[src/rtl/multicycle_ctrl_fsm.sv]
// Multi-cycle control unit: sequences FETCH/DECODE/EXECUTE/MEM/WB and drives datapath controls.
// Optional performance counters are built when CTRL_PERF_CNT_EN is defined.
module multicycle_ctrl_fsm #(
  parameter int unsigned FUNC_W      = 5,
  parameter int unsigned ALUOP_W     = 4,
  parameter int unsigned SKIP_STAGES = 1,
  parameter int unsigned CNT_W       = 32
) (
  input  logic               clk,
  input  logic               reset,
  input  logic [1:0]         op,
  input  logic [FUNC_W-1:0]  func,
  input  logic               stop_bit,
  input  logic               zero,
  input  logic               fetch_done,
  input  logic               mem_ready,
  output logic               fetch_en,
  output logic               decode_en,
  output logic               regfile_en,
  output logic               alu_en,
  output logic               mem_en,
  output logic               wb_en,
  output logic [1:0]         pc_src,
  output logic               pc_we,
  output logic               stack_rd,
  output logic               stack_wr,
  output logic               reg_wr,
  output logic               reg_src,
  output logic               mem_rd,
  output logic               mem_wr,
  output logic               wb_data,
  output logic [ALUOP_W-1:0] alu_op,
  output logic               illegal,
  output logic [2:0]         state,
  output logic [CNT_W-1:0]   cycle_count,
  output logic [CNT_W-1:0]   instr_count,
  output logic [CNT_W-1:0]   stall_count
);

  localparam bit SKIP = (SKIP_STAGES != 0);

  typedef enum logic [2:0] {
    S_FETCH   = 3'd0,
    S_DECODE  = 3'd1,
    S_EXECUTE = 3'd2,
    S_MEM     = 3'd3,
    S_WB      = 3'd4
  } state_t;

  typedef struct packed {
    logic [ALUOP_W-1:0] alu_op;
    logic [1:0]         pc_src;
    logic               beq;
    logic               reg_wr;
    logic               reg_src;
    logic               mem_rd;
    logic               mem_wr;
    logic               wb_data;
    logic               stack_wr;
    logic               stop;
  } ctrl_t;

  state_t cur_state, nxt_state;
  ctrl_t  ctrl, dec;
  logic   dec_illegal;
  logic   zero_q;
  logic   illegal_q;
  logic   last_cycle;

  // Instruction decode; only captured while in DECODE
  always_comb begin
    dec         = '0;
    dec_illegal = 1'b0;
    case (op)
      2'b00: begin
        case (func)
          FUNC_W'(0), FUNC_W'(1), FUNC_W'(2), FUNC_W'(3): begin
            dec.alu_op = ALUOP_W'(func);
            dec.reg_wr = 1'b1;
          end
          default: dec_illegal = 1'b1;
        endcase
      end
      2'b10: begin
        case (func)
          FUNC_W'(0): begin
            dec.alu_op = ALUOP_W'(4);
            dec.reg_wr = 1'b1;
          end
          FUNC_W'(1): begin
            dec.alu_op = ALUOP_W'(5);
            dec.reg_wr = 1'b1;
          end
          FUNC_W'(2): begin
            dec.alu_op  = ALUOP_W'(6);
            dec.reg_wr  = 1'b1;
            dec.mem_rd  = 1'b1;
            dec.wb_data = 1'b1;
          end
          FUNC_W'(3): begin
            dec.alu_op = ALUOP_W'(7);
            dec.mem_wr = 1'b1;
          end
          FUNC_W'(4): begin
            dec.alu_op = ALUOP_W'(8);
            dec.beq    = 1'b1;
          end
          default: dec_illegal = 1'b1;
        endcase
      end
      2'b01: begin
        case (func)
          FUNC_W'(0): begin
            dec.alu_op = ALUOP_W'(9);
            dec.pc_src = 2'b10;
          end
          FUNC_W'(1): begin
            dec.alu_op   = ALUOP_W'(10);
            dec.pc_src   = 2'b10;
            dec.stack_wr = 1'b1;
          end
          default: dec_illegal = 1'b1;
        endcase
      end
      default: begin
        case (func)
          FUNC_W'(0), FUNC_W'(1): begin
            dec.alu_op  = (func == FUNC_W'(0)) ? ALUOP_W'(11) : ALUOP_W'(12);
            dec.reg_wr  = 1'b1;
            dec.reg_src = 1'b1;
          end
          FUNC_W'(2), FUNC_W'(3): begin
            dec.alu_op = (func == FUNC_W'(2)) ? ALUOP_W'(13) : ALUOP_W'(14);
            dec.reg_wr = 1'b1;
          end
          default: dec_illegal = 1'b1;
        endcase
      end
    endcase
    dec.stop = stop_bit;
  end

  // State, latched control, branch flag and sticky illegal flag
  always_ff @(posedge clk) begin
    if (reset) begin
      cur_state <= S_FETCH;
      ctrl      <= '0;
      zero_q    <= 1'b0;
      illegal_q <= 1'b0;
    end else begin
      cur_state <= nxt_state;
      if (cur_state == S_DECODE) begin
        ctrl <= dec;
        if (dec_illegal) illegal_q <= 1'b1;
      end
      if (cur_state == S_EXECUTE) zero_q <= zero;
    end
  end

  // Next state and control outputs; strobes are suppressed while reset is high
  always_comb begin
    nxt_state  = cur_state;
    last_cycle = 1'b0;
    fetch_en   = 1'b0;
    decode_en  = 1'b0;
    regfile_en = 1'b0;
    alu_en     = 1'b0;
    mem_en     = 1'b0;
    wb_en      = 1'b0;
    pc_src     = ctrl.pc_src;
    pc_we      = 1'b0;
    stack_rd   = 1'b0;
    stack_wr   = 1'b0;
    reg_wr     = 1'b0;
    mem_rd     = 1'b0;
    mem_wr     = 1'b0;

    case (cur_state)
      S_FETCH: begin
        fetch_en = 1'b1;
        if (fetch_done) nxt_state = S_DECODE;
      end
      S_DECODE: begin
        decode_en  = 1'b1;
        regfile_en = 1'b1;
        nxt_state  = S_EXECUTE;
      end
      S_EXECUTE: begin
        alu_en = 1'b1;
        if (!SKIP || ctrl.mem_rd || ctrl.mem_wr) nxt_state = S_MEM;
        else if (ctrl.reg_wr)                    nxt_state = S_WB;
        else                                     nxt_state = S_FETCH;
        stack_wr = ctrl.stack_wr;
      end
      S_MEM: begin
        mem_en = 1'b1;
        mem_rd = ctrl.mem_rd;
        mem_wr = ctrl.mem_wr;
        if (mem_ready) nxt_state = (!SKIP || ctrl.mem_rd) ? S_WB : S_FETCH;
      end
      S_WB: begin
        wb_en     = 1'b1;
        reg_wr    = ctrl.reg_wr;
        nxt_state = S_FETCH;
      end
      default: nxt_state = S_FETCH;
    endcase

    // Zero is live in EXECUTE and held from then on for later PC updates
    if (ctrl.stop)     pc_src = 2'b11;
    else if (ctrl.beq) pc_src = {1'b0, (cur_state == S_EXECUTE) ? zero : zero_q};

    last_cycle = (cur_state == S_EXECUTE || cur_state == S_MEM || cur_state == S_WB)
                 && (nxt_state == S_FETCH);
    pc_we      = last_cycle;
    stack_rd   = last_cycle && ctrl.stop;

    if (reset) begin
      pc_we    = 1'b0;
      stack_rd = 1'b0;
      stack_wr = 1'b0;
      reg_wr   = 1'b0;
      mem_rd   = 1'b0;
      mem_wr   = 1'b0;
    end
  end

  assign state   = cur_state;
  assign alu_op  = ctrl.alu_op;
  assign reg_src = ctrl.reg_src;
  assign wb_data = ctrl.wb_data;
  assign illegal = illegal_q;

`ifdef CTRL_PERF_CNT_EN
  logic [CNT_W-1:0] cycle_q, instr_q, stall_q;
  logic             stall;

  assign stall = ((cur_state == S_FETCH) && !fetch_done) ||
                 ((cur_state == S_MEM) && !mem_ready);

  // Free-running performance counters, wrapping at 2^CNT_W
  always_ff @(posedge clk) begin
    if (reset) begin
      cycle_q <= '0;
      instr_q <= '0;
      stall_q <= '0;
    end else begin
      cycle_q <= cycle_q + CNT_W'(1);
      if (pc_we) instr_q <= instr_q + CNT_W'(1);
      if (stall) stall_q <= stall_q + CNT_W'(1);
    end
  end

  assign cycle_count = cycle_q;
  assign instr_count = instr_q;
  assign stall_count = stall_q;
`else
  assign cycle_count = '0;
  assign instr_count = '0;
  assign stall_count = '0;
`endif

endmodule
[config.mk]
export PLATFORM = sky130hd
export DESIGN_NAME = multicycle_ctrl_fsm
export DESIGN_NICKNAME = d
export VERILOG_FILES = /design/src/rtl/multicycle_ctrl_fsm.sv
export SDC_FILE = /design/constraint.sdc
export NUM_CORES = 1
export LEC_CHECK = 0
export BUFFER_PORTS_ARGS = -buffer_cell sky130_fd_sc_hd__buf_4
export CORE_UTILIZATION = 41
export CTS_CLUSTER_DIAMETER = 50
export CTS_CLUSTER_SIZE = 28
export DETAILED_ROUTE_END_ITERATION = 12
export PLACE_DENSITY = 0.81
export SYNTH_ARGS = -nofsm -noshare
export SYNTH_HDL_FRONTEND = slang
export SYNTH_SLANG_ARGS = --single-unit
[constraint.sdc]
create_clock -name clk -period 1.65 [get_ports clk]
set_input_delay 0.33 -clock clk [delete_from_list [all_inputs] [get_ports clk]]
set_output_delay 0.33 -clock clk [all_outputs]
set_load 0.05 [all_outputs]
==> results.yml <==
floorplan:
  start_util_pct: 43.7
  die_w_um: 68.2
  die_h_um: 68.2
  core_area_um2: 4120
  rows: 23
  io_pins: 133
  dieArea_um2: 4660
global_routing:
  grt_pass1_wl_um: 4910
  grt_start_max_net_pins: 13
  grt_use_total_pct: 14.1
  grt_pass1_vias: 1060
  antenna_found_initial: 0
  grt_overflow_total: 0
cts:
  htreeDepth: 1
  cts_sinks: 17
  clock-root-buffer: "clkbuf_8"
  clk_latency_ns: 0.26
  cts_hold_repair.buffers: 0
  path_clk_slew_ns: 0.07
  cts_buffers: 3
  cts_tree: "done"
  cts_buffer_depth: 2
synth:
  synthCells: 227
  synth_top_area_share_pct: 42.1
  synth_cell_types: 46
  yosysSeqAreaShare_pct: 18.9
  synth_area_um2: 1800
  synthSimpleGateAreaFrac_pct: 17.9
  synth-seq-cells: 17
  synthMuxAreaShare_pct: 0.626
  yosysWarnings: 0
  synth_top_cell_by_area: "buf_4"
  synth-edff-count: 0
  synth_top_flop_cell: "dfxtp_1"
  synth_area_leaders: "buf_4 42%, dfxtp_1 19%, a21oi_1 3.1%"
  synthArstFlopShare_pct: 0
  synth_fa_ha_area_share_pct: 2.78
  synth_top_family_by_area: "buffers and inverters"
  synth-compound-area-share_pct: 12.2
  syn_area_per_cell_um2: 7.93
  synth_xor_xnor_area_share_pct: 0
setup_path:
  worstPathArrival_ns: 1.70
  worstSetupEndpointType: "output pin"
  start_kind: "register"
  worstPathMaxFanout: 2
  critPathRequiredTime_ns: 1.32
  crit_type: "register to output pin"
routing:
  postRouteAntennaNets: 0
  drt_iter0_drc: 32
  post_drt_wl_per_cell_um: 11.0
  vias: 1346
  drc_errors: 0
  drt-total-wl_um: 3550
  vias_per_cell: 4.18
  dr.pass1.iters: 4
pwr:
  power_frac_clock_pct: 20.3
  p_int_uw: 716
  switching_share_pct: 53.1
  peakVddDrop_mv: 0.248
  power_frac_comb_pct: 51.5
  p_leak_uw: 0.00105
  sequentialPowerShare_pct: 28.1
  powerDensity_nw_per_um2: 738
  p_sw_uw: 810
sta:
  setup_viol: 7
  fin_crit_sh_pct: 123
  rsz0062_at_grt: "yes"
  drv_slew: 0
  fin_worst_skew_ns: 0.00342
  final.setup.worst_slack_ns: -0.376
  fin_hold_ws_ns: 0.316
  fmax_mhz: 493
  fin_crit_ns: 2.03
  hold_violations: 0
cells_and_area:
  utilization_pct: 50.3
  area.growth.synth_to_final_pct: 15.0
  num-fill-cells: 433
  drive_gt1_share_pct: 30.1
  fin_nets: 290
  antenna_cells: 0
status:
  violations: "setup timing"
  status: "complete, but fails checks"
placement:
  io_buffer_count: 36
  place_hpwl_um: 2530
  globalplace.congestion: 0.774
min_path:
  min_path_type: "input port to register"
job:
  max_cap_viol_count: 0
cells by family (layout without fill, tap and decap cells):
| family | after synthesis | after routing |
|---|---|---|
| buf+inv | 117 | 67 |
| compound gates | 33 | 33 |
| mux | 1 | 1 |
| flops | 17 | 17 |
| fa+ha+maj | 4 | 4 |
| other cells | 1 | 96 |
| simple gates | 54 | 54 |
flip-flops by register name, summed over array words and instances, names as in the netlist:
name     cells
reg_src      1
illegal      1
alu_op       4
ctrl         7
state        3
zero_q       1
cell usage after synthesis (all sizes together), types with 4 or more instances:
library cell / instances
nor2b: 4
ha: 4
nor2: 4
dfxtp: 17
buf: 107
o21ai: 4
and3: 5
nand2: 12
inv: 6
nor3: 4
a21oi: 11
clkbuf: 4
metrics by stage:
step | power [uW] | cells | setup TNS [ns] | area, um2 | setup slack, ns
4_1_cts | 1520 | 322 | -1.21 | 2030 | -0.364
3_3_place_gp | 1170 | 312 | -0.348 | 1850 | -0.161
5_1_grt | 1590 | 322 | -1.53 | 2070 | -0.408
6_report | 1530 | 322 | -1.26 | 2070 | -0.376
2_1_floorplan | 1280 | 322 | -2.25 | 2240 | -0.419
3_5_place_dp | 1180 | 312 | -0.401 | 1850 | -0.183
cell usage in the layout, fill, tap and decap left out, types with 2 or more instances in the layout:
cell type,count
clkbuf_8,3
nand2_1,12
nor3b_4,3
inv_1,5
and2_1,3
conb_1,96
nand4b_1,2
o21ai_0,4
dfxtp_4,3
nand3_1,3
ha_1,4
nor3_1,3
nand4_1,2
dfxtp_1,13
a21oi_1,11
buf_8,6
buf_4,45
a31o_1,2
nor2b_1,4
nor2_1,4
o211ai_1,3
a211oi_1,2
buf_6,5
and3_1,4
critical path, cell delays in order (launching register included):
cell     delay [ns]
dfxtp_2        0.32
or4b_4         0.55
a31oi_4        0.15
and4b_2        0.26
buf_8          0.15
power groups by stage:
stage / logic, uW / registers [uW] / clock network [uW]
floorplan: 825 / 456 / 0
global placement: 737 / 436 / 0
detailed placement: 741 / 437 / 0
CTS: 773 / 429 / 316
global route: 824 / 430 / 334
finish: 787 / 429 / 310
what timing repair did:
| action | 4_1_cts | 5_1_grt |
|---|---|---|
| pin swaps | 5 | 2 |
| endpoints found under the setup margin | 9 | 11 |
| cloned | 0 | 0 |
| setup buffers | 6 | 2 |
| gates resized for setup | 23 | 8 |
layout make-up:
| type | instances | area (um2) | area share [%] |
|---|---|---|---|
| multi-input combinational | 188 | 1070 | 52.0 |
| timing repair buffer | 57 | 504 | 24.4 |
| sequential | 17 | 353 | 17.1 |
| tap | 50 | 62.6 | 3.02 |
| clock buffer | 3 | 41.3 | 2.00 |
| inverter | 6 | 27.5 | 1.33 |
| clock inverter | 1 | 5.00 | 0.242 |
per-layer routing:
layer  GRT usage, %  routed length (um)
met1           16.4                1370
met2           25.7                1910
met3           2.17                 245
met4           5.21                  29
met5              0                   0
worst paths after layout:
path / from / to / slack [ns] / depth (start not counted)
setup / recovery: ctrl[4] / stack_rd / -0.38 / 4
hold / removal: stop_bit / ctrl[0] / 0.32 / 3
setup reg to reg: state[0] / ctrl[1] / 0.07 / 7
hold reg to reg: reg_src / reg_src / 0.46 / 2
No activity file was read; power rests on OpenSTA's default activity.
